### src/rtl/ps2_keycode_stream.sv
// PS/2 keyboard front end: filtered line sampling, frame deserialiser, E0/F0 prefix decode, event FIFO.
// Define PS2_PARITY_CHECK_EN to reject frames whose odd parity fails; otherwise the parity bit is ignored.
module ps2_keycode_stream #(
  parameter int CLK_FREQ_HZ = 50_000_000,
  parameter int FILTER_LEN  = 8,
  parameter int TIMEOUT_US  = 100,
  parameter int FIFO_DEPTH  = 4,
  parameter int HIST_BYTES  = 4
) (
  input  logic                    clk,
  input  logic                    resetn,
  input  logic                    ps2_clk,
  input  logic                    ps2_data,
  output logic                    evt_valid,
  input  logic                    evt_ready,
  output logic [7:0]              evt_code,
  output logic                    evt_break,
  output logic                    evt_ext,
  output logic [8*HIST_BYTES-1:0] history,
  output logic                    frame_err,
  output logic                    overflow
);

  localparam int TIMEOUT_CYCLES = CLK_FREQ_HZ / 1_000_000 * TIMEOUT_US;
  localparam int TW = $clog2(TIMEOUT_CYCLES + 1);
  localparam int FW = $clog2(FILTER_LEN + 1);
  localparam int PW = $clog2(FIFO_DEPTH);
  localparam int CW = PW + 1;
  localparam logic [TW-1:0] TMO_MAX = TW'(TIMEOUT_CYCLES);
  localparam logic [FW-1:0] FLT_MAX = FW'(FILTER_LEN - 1);
  localparam logic [CW-1:0] DEPTH_C = CW'(FIFO_DEPTH);

  typedef enum logic [1:0] {IDLE, DATA, PARITY, STOP} state_t;

  logic [1:0]         raw, meta, sync, filt;
  logic [1:0][FW-1:0] flt_cnt;
  logic               clk_d, fall;
  state_t             state, state_nxt;
  logic [2:0]         bit_cnt;
  logic [7:0]         shreg;
  logic [TW-1:0]      tmo_cnt;
  logic               timeout, frame_ok, accept, reject;
  logic               vld_p0;
  logic [7:0]         byte_p0;
  logic               ext_flag, brk_flag;
  logic               is_e0, is_f0, push, pop, push_ok;
  logic [9:0]         push_evt, head;
  logic [9:0]         mem [FIFO_DEPTH];
  logic [PW-1:0]      wr_ptr, rd_ptr;
  logic [CW-1:0]      count;

  // Input stage: bit 0 is the PS/2 clock, bit 1 the PS/2 data
  assign raw = {ps2_data, ps2_clk};

  always_ff @(posedge clk or negedge resetn) begin
    if (!resetn) begin
      meta <= 2'b11;
      sync <= 2'b11;
    end else begin
      meta <= raw;
      sync <= meta;
    end
  end

  // A filtered line only follows its input after FILTER_LEN consecutive disagreeing samples
  always_ff @(posedge clk or negedge resetn) begin
    if (!resetn) begin
      filt    <= 2'b11;
      flt_cnt <= '0;
      clk_d   <= 1'b1;
    end else begin
      clk_d <= filt[0];
      for (int i = 0; i < 2; i++) begin
        if (sync[i] == filt[i]) begin
          flt_cnt[i] <= '0;
        end else if (flt_cnt[i] == FLT_MAX) begin
          filt[i]    <= sync[i];
          flt_cnt[i] <= '0;
        end else begin
          flt_cnt[i] <= flt_cnt[i] + 1'b1;
        end
      end
    end
  end

  assign fall    = clk_d & ~filt[0];
  assign timeout = (state != IDLE) && !fall && (tmo_cnt == TMO_MAX);

  // Frame FSM
  always_ff @(posedge clk or negedge resetn) begin
    if (!resetn) state <= IDLE;
    else         state <= state_nxt;
  end

  always_comb begin
    state_nxt = state;
    if (timeout) begin
      state_nxt = IDLE;
    end else if (fall) begin
      case (state)
        IDLE:    if (!filt[1]) state_nxt = DATA;
        DATA:    if (bit_cnt == 3'd7) state_nxt = PARITY;
        PARITY:  state_nxt = STOP;
        STOP:    state_nxt = IDLE;
        default: state_nxt = IDLE;
      endcase
    end
  end

  always_comb begin
    accept = 1'b0;
    reject = 1'b0;
    if (timeout) begin
      reject = 1'b1;
    end else if (fall && state == STOP) begin
      if (frame_ok) accept = 1'b1;
      else          reject = 1'b1;
    end
  end

`ifdef PS2_PARITY_CHECK_EN
  logic par_acc;

  // Running XOR of data and parity bits; a valid frame leaves it at 1
  always_ff @(posedge clk or negedge resetn) begin
    if (!resetn) begin
      par_acc <= 1'b0;
    end else if (fall) begin
      if (state == IDLE)                          par_acc <= 1'b0;
      else if (state == DATA || state == PARITY)  par_acc <= par_acc ^ filt[1];
    end
  end

  assign frame_ok = filt[1] & par_acc;
`else
  assign frame_ok = filt[1];
`endif

  always_ff @(posedge clk or negedge resetn) begin
    if (!resetn) begin
      tmo_cnt <= '0;
      bit_cnt <= '0;
      shreg   <= '0;
    end else begin
      if (fall || state == IDLE)  tmo_cnt <= '0;
      else if (tmo_cnt != TMO_MAX) tmo_cnt <= tmo_cnt + 1'b1;
      if (fall) begin
        if (state == IDLE) begin
          bit_cnt <= '0;
        end else if (state == DATA) begin
          shreg   <= {filt[1], shreg[7:1]};
          bit_cnt <= bit_cnt + 1'b1;
        end
      end
    end
  end

  // Stage p0: accepted byte and error pulse
  always_ff @(posedge clk or negedge resetn) begin
    if (!resetn) begin
      vld_p0    <= 1'b0;
      byte_p0   <= '0;
      frame_err <= 1'b0;
    end else begin
      vld_p0    <= accept;
      frame_err <= reject;
      if (accept) byte_p0 <= shreg;
    end
  end

  assign is_e0    = (byte_p0 == 8'hE0);
  assign is_f0    = (byte_p0 == 8'hF0);
  assign push     = vld_p0 & ~is_e0 & ~is_f0;
  assign push_evt = {ext_flag, brk_flag, byte_p0};

  // Stage p1: prefix decode, history and FIFO write
  always_ff @(posedge clk or negedge resetn) begin
    if (!resetn) begin
      history  <= '0;
      ext_flag <= 1'b0;
      brk_flag <= 1'b0;
    end else if (vld_p0) begin
      history <= {history[8*HIST_BYTES-9:0], byte_p0};
      if (is_e0) begin
        ext_flag <= 1'b1;
      end else if (is_f0) begin
        brk_flag <= 1'b1;
      end else begin
        ext_flag <= 1'b0;
        brk_flag <= 1'b0;
      end
    end
  end

  assign evt_valid = (count != '0);
  assign pop       = evt_valid & evt_ready;
  assign push_ok   = push & ((count != DEPTH_C) | pop);

  always_ff @(posedge clk) begin
    if (push_ok) mem[wr_ptr] <= push_evt;
  end

  always_ff @(posedge clk or negedge resetn) begin
    if (!resetn) begin
      wr_ptr   <= '0;
      rd_ptr   <= '0;
      count    <= '0;
      overflow <= 1'b0;
    end else begin
      overflow <= push & ~push_ok;
      if (push_ok) wr_ptr <= wr_ptr + 1'b1;
      if (pop)     rd_ptr <= rd_ptr + 1'b1;
      case ({push_ok, pop})
        2'b10:   count <= count + 1'b1;
        2'b01:   count <= count - 1'b1;
        default: count <= count;
      endcase
    end
  end

  // Head fields read as zero while the FIFO is empty
  assign head      = mem[rd_ptr];
  assign evt_code  = evt_valid ? head[7:0] : 8'h00;
  assign evt_break = evt_valid & head[8];
  assign evt_ext   = evt_valid & head[9];

endmodule

### config.mk
export PLATFORM = sky130hd
export DESIGN_NAME = ps2_keycode_stream
export DESIGN_NICKNAME = d
export VERILOG_FILES = /design/src/rtl/ps2_keycode_stream.sv
export SDC_FILE = /design/constraint.sdc
export NUM_CORES = 1
export LEC_CHECK = 0
export CAP_MARGIN = 0
export CORE_ASPECT_RATIO = 0.5
export CORE_MARGIN = 5
export CORE_UTILIZATION = 60
export DETAILED_ROUTE_END_ITERATION = 6
export PLACE_DENSITY = 0.83
export SLEW_MARGIN = 20
export SYNTH_ARGS = -nofsm -noshare
export SYNTH_HDL_FRONTEND = slang
export SYNTH_SLANG_ARGS = --single-unit
### constraint.sdc
create_clock -name clk -period 5.7 [get_ports clk]
set_clock_uncertainty 0.15 [all_clocks]
set_input_delay 1.14 -clock clk [delete_from_list [all_inputs] [get_ports clk]]
set_output_delay 1.14 -clock clk [all_outputs]
set_load 0.005 [all_outputs]
Word-level counts from Yosys, hierarchy flattened

Memory sizes are Yosys's and may differ from the RTL's.
Index checks and enable logic that the tools add are counted.

Bitwise gates (word level): 16
Reduce and logical (&&, ||, !) cells: 19
Eq/ne operators: 18
$add $sub $neg: 8
Mux-type cells: 26

Operators with widths:

| operator                                            | count |
|---|---|
| two-way mux 13 bit                                  | 2 |
| equality test 8 bit, second input constant          | 2 |
| two-way mux 4 bit                                   | 4 |
| adder 13 x 1 -> 13 bit, second input constant       | 1 |
| equality test 13 bit, second input constant         | 1 |
| != test 13 bit, second input constant               | 1 |
| two-way mux 1 bit                                   | 11 |
| AND reduction 2 bit                                 | 5 |
| nonzero test 2 bit                                  | 5 |
| != test 3 bit, second input constant                | 3 |
| adder 4 x 1 -> 4 bit, second input constant         | 2 |
| bitwise AND 1 bit                                   | 8 |
| equality test 4 x 3 -> 1 bit, second input constant | 2 |
| two-way mux 2 bit                                   | 4 |
| two-way mux 8 bit                                   | 1 |
| one-hot mux 2 bit (4 select lines)                  | 1 |
| NOT 1 bit                                           | 7 |
| adder 3 x 1 -> 3 bit, second input constant         | 2 |
| equality test 2 bit, second input constant          | 3 |
| two-way mux 3 bit                                   | 2 |
| one-hot mux 3 bit (2 select lines)                  | 1 |
| AND reduction 3 bit                                 | 2 |
| adder 2 x 1 -> 2 bit, second input constant         | 2 |
| equality test 2 x 1 -> 1 bit, second input constant | 2 |
| 10 further kinds                                    | 13 |

Flip-flop bits (word level): 93
Memory bits (writable): 40
Memories: 1
Output and inout port bits: 45
Bits of input ports: 5
Word-level logic and storage cells: 109

Memory list:

| memory | words | width | rd ports | clocked after Yosys merged registers in | wr ports | line | RTL |
|---|---|---|---|---|---|---|---|
| mem    | 4     | 10    | 1        | 0                                       | 1        | 48   | `logic [9:0] mem [FIFO_DEPTH];` |

Logic depth before layout (Yosys ltp)

Word-level depth: 7
Gate-level depth with buffers: 7
Gate-level depth less buffers: 7

Worst setup path before layout

Ideal clock, no wire load.

Kind: input to register
Start point: in evt_ready
End point: mem mem[0][0] (enable)
Data arrival time: 2,397 ps
Setup slack: 2,865 ps
Stages: 4
Library setup time: 287 ps
Required time: 5,263 ps
Path buffers: 1
Cell sequence: clkbuf_1 -> or4b_2 -> o211a_1 -> and2_1

Longest elaborated chain between the ends: 5

Ends and longest elaborated chain:

| what                                    | line | RTL |
|---|---|---|
| start: declaration                      | 15   | `input logic evt_ready,` |
| bitwise AND 1 bit                       | 196  | `assign pop = evt_valid & evt_ready;` |
| OR 1 bit                                | 197  | `assign push_ok = push & ((count != DEPTH_C) \| pop);` |
| bitwise AND 1 bit                       | 197  |  |
| two-way mux 1 bit                       | 200  | `if (push_ok) mem[wr_ptr] <= push_evt;` |
| two-way mux 1 bit (implied by the code) | 200  |  |
| end: declaration                        | 48   |  |

No other way between the ends.

Worst setup path in the final report

Start point: reg rd_ptr[0]
End point: out evt_code[5]

Longest elaborated chain between the ends: 2

Ends and longest elaborated chain:

| what                     | line | RTL |
|---|---|---|
| start: declaration       | 49   | `logic [PW-1:0] wr_ptr, rd_ptr;` |
| start signal: assignment | 212  | `if (pop) rd_ptr <= rd_ptr + 1'b1;` |
| memory (4 x 10 bit)      | -    |  |
| two-way mux 8 bit        | 223  | `assign evt_code = evt_valid ? head[7:0] : 8'h00;` |
| end: declaration         | 16   | `output logic [7:0] evt_code,` |

No other way between the ends.

==> flow_metrics.env <==
export IMPL_yosysWarnings=0
export IMPL_grt_start_max_net_pins=71
export IMPL_dpl_instance_area_um2=6146
export IMPL_crit_reg2reg_launch="count[1]$_DFFE_PN0P_"
export IMPL_status="finished clean"
export IMPL_rsz0062_at_grt="no"
export IMPL_vias_per_cell=5.813
export IMPL_p_leak_nw=2.946
export IMPL_cts_tree="done"
export IMPL_final_common_cell="dfrtp_1"
export IMPL_cp_data_arrival_time_ns=2.43
export IMPL_worstHoldPathType="reg -> reg"
export IMPL_rows=24
export IMPL_clockBufferDepth=2
export IMPL_tns_ns=0
export IMPL_crit_path_start="rd_ptr[0]$_DFFE_PN0P_"
export IMPL_yosysTopAreaCellShare=0.3872
export IMPL_cts_root_buf="clkbuf_16"
export IMPL_syn_avg_cell_area_um2=14.36
export IMPL_intPower_mw=1.996
export IMPL_max_cap_violations=0
export IMPL_critical_path_slowest_cell="dfrtp_1"
export IMPL_cts_hold_buf=0
export IMPL_wire_per_inst_um=19.77
export IMPL_period_minus_slack_ns=3.716
export IMPL_grt_pass1_vias=3651
export IMPL_cp_start_kind="register"
export IMPL_die_width_um=146.1
export IMPL_r2r_end="count[1]$_DFFE_PN0P_"
export IMPL_clock_fmax_mhz=269.1
export IMPL_grt_usage=0.2156
export IMPL_clkPwrFrac=0.425
export IMPL_synth_top_flop_cell="dfrtp_1"
export IMPL_reg2reg_slack_ns=3.16
export IMPL_die_area_um2=11400
export IMPL_total_power_mw=2.670
export IMPL_remaining_drc_errors=0
export IMPL_path_delay_family="flip-flops"
export IMPL_async_flop_share=0.6992
export IMPL_crit_fanout=12
export IMPL_switching_share=0.2525
export IMPL_yosys_area_top_type="dfrtp_1"
export IMPL_ys_types=45
export IMPL_fillCellCount=478
export IMPL_peakVddDrop_mv=0.3535
export IMPL_cts_setup_buffers=0
export IMPL_setup_viol=0
export IMPL_syn_num_nets=407
export IMPL_utilization=0.7634
export IMPL_synth_seq_cells=133
export IMPL_vias=3331
export IMPL_cts_sinks=133
export IMPL_clock_latency_ns=0.41
export IMPL_cp_endpoint="evt_code[5]"
export IMPL_critPathBufInv=1
export IMPL_synthTopCellsByArea="dfrtp_1 (39%), edfxtp_1 (22%), mux2_2 (11%)"
export IMPL_dp_hpwl_um=7196
export IMPL_pwr_share_comb=0.147
export IMPL_antenna_cells=0
export IMPL_wirelength_um=11330
export IMPL_cts_resized=0
export IMPL_rr_worst_depth=6
export IMPL_grt_overflow_total=0
export IMPL_slew_headroom=0.4337
export IMPL_synth_edf_count=40
export IMPL_place_congestion=0.8282
export IMPL_drt_iter0_drc=228
export IMPL_finalMaxSlewViolations=0
export IMPL_fin_nets=463
export IMPL_tightestPinTransition_ns=0.8494
export IMPL_path_depth=3
export IMPL_seq_area_frac_synth=0.6364
export IMPL_seqCellArea_um2=3537
export IMPL_antenna_found_initial=0
export IMPL_p_switching_mw=0.6742
export IMPL_synthCells=387
export IMPL_cts_made_buffers=17
export IMPL_core_um2=8859
export IMPL_p_per_area_nw_per_um2=394.9
export IMPL_grt_pass1_wl_um=19070
export IMPL_final_period_utilization=0.6520
export IMPL_cts_reportedPaths_clkPinSlew_ns=0.05
export IMPL_hold_viol=0
export IMPL_dr_pass1_iters=5
export IMPL_final_cell_mix="dfrtp_1 (86), mux2_2 (52), clkdlybuf4s50_1 (48)"
export IMPL_criticalPathCategory="reg -> out"
export IMPL_port_buffers=49
export IMPL_initial_utilization=0.6274
export IMPL_multi_input_area_um2=1911
export IMPL_cp_end_kind="primary output"
export IMPL_worst_endpoint_required_ns=4.41
export IMPL_worstPathCellList="mux4_2, and2_1, clkdlybuf4s50_1"
export IMPL_drive_gt1_frac=0.2346
export IMPL_pin_count=50
export IMPL_drtAntennaViolNets=0
export IMPL_syn_cell_area_um2=5558
export IMPL_p_seq_frac=0.428
export IMPL_h_tree_depth=4
export IMPL_whs_ns=0.2045
export IMPL_syn2layout_area_growth_pct=21.68
export IMPL_design_area_um2=6763
export IMPL_max_stage_delay_ns=0.78
export IMPL_die_y_um=78.06
[metal layers]
metal | global-route usage | part of all wire | vias up
met4 | 0.08912 | 0.026 | 0
met2 | 0.3775 | 0.52 | 87
met1 | 0.2650 | 0.42 | 1725
met5 | 0 | 0 | -
met3 | 0.04948 | 0.035 | 26
li1 | - | - | 1493
[worst min path at each step]
stage,start,endpoint,cells past startpoint
2_1_floorplan,meta[0]$_DFF_PN1_,sync[0]$_DFF_PN1_,0
3_3_place_gp,meta[0]$_DFF_PN1_,sync[0]$_DFF_PN1_,0
3_5_place_dp,meta[1]$_DFF_PN1_,sync[1]$_DFF_PN1_,0
4_1_cts,meta[1]$_DFF_PN1_,sync[1]$_DFF_PN1_,0
5_1_grt,meta[1]$_DFF_PN1_,sync[1]$_DFF_PN1_,0
6_report,meta[1]$_DFF_PN1_,sync[1]$_DFF_PN1_,0
[synthesized netlist by cell type (all sizes together), types with 6 or more instances]
master	number
a21oi	7
and2	15
clkbuf	12
dfrtp	86
dfstp	7
edfxtp	40
ha	14
inv	13
mux2	52
mux4	10
nand2	14
nand3	9
nor2	28
nor2b	6
nor3	8
o21ai	8
xnor2	16
[cell families (layout without fill, tap and decap cells)]
family                     after synthesis  after routing  share of synthesized area
DFF                                    133            133                     0.6364
muxes                                   63             63                     0.1477
buffers and inverters                   27             96                    0.01981
and+or+nand+nor                        100            100                    0.09388
AOI/OAI and AO/OA                       30             30                    0.03715
xor gates and xnor gates                19             19                    0.02994
adders and majority gates               15             15                    0.03512
[worst register-to-register path, delay by kind of cell, from the launching register on]
family                     cells  cell delay (ns)
AOI/OAI and AO/OA              4             1.13
adders and majority gates      1             0.55
DFF                            1             0.49
and+or+nand+nor                1             0.12
[cell type report]
cell class / count / area share
flip-flops and latches: 133 / 0.5230
inverters: 13 / 0.007216
clock inverters: 10 / 0.02257
multi-input cells: 227 / 0.2825
repair buffers: 51 / 0.07438
clock buffers: 22 / 0.06864
well taps: 117 / 0.02165
[power groups by stage]
stage / combinational, mW / clock [mW] / sequential [mW]
floorplan: 0.319 / 0 / 1.10
global placement: 0.359 / 0 / 1.15
detailed placement: 0.390 / 0 / 1.16
CTS: 0.394 / 1.14 / 1.15
global route: 0.432 / 1.19 / 1.16
finish: 0.391 / 1.14 / 1.14
[sequential cells by signal, indices dropped and copies added (netlist names), 2 cells and up]
name     cells
mem         40
history     32
tmo_cnt     13
byte_p0      8
flt_cnt      8
shreg        8
bit_cnt      3
count        3
filt         2
meta         2
rd_ptr       2
state        2
sync         2
wr_ptr       2
[stage by stage]
stage          std cells  setup WS (ns)
2_1_floorplan        387          2.865
3_3_place_gp         541          2.356
3_5_place_dp         541          2.250
4_1_cts              573          1.911
5_1_grt              573          1.802
6_report             573          1.984
Power figures use the tool's default switching activity.
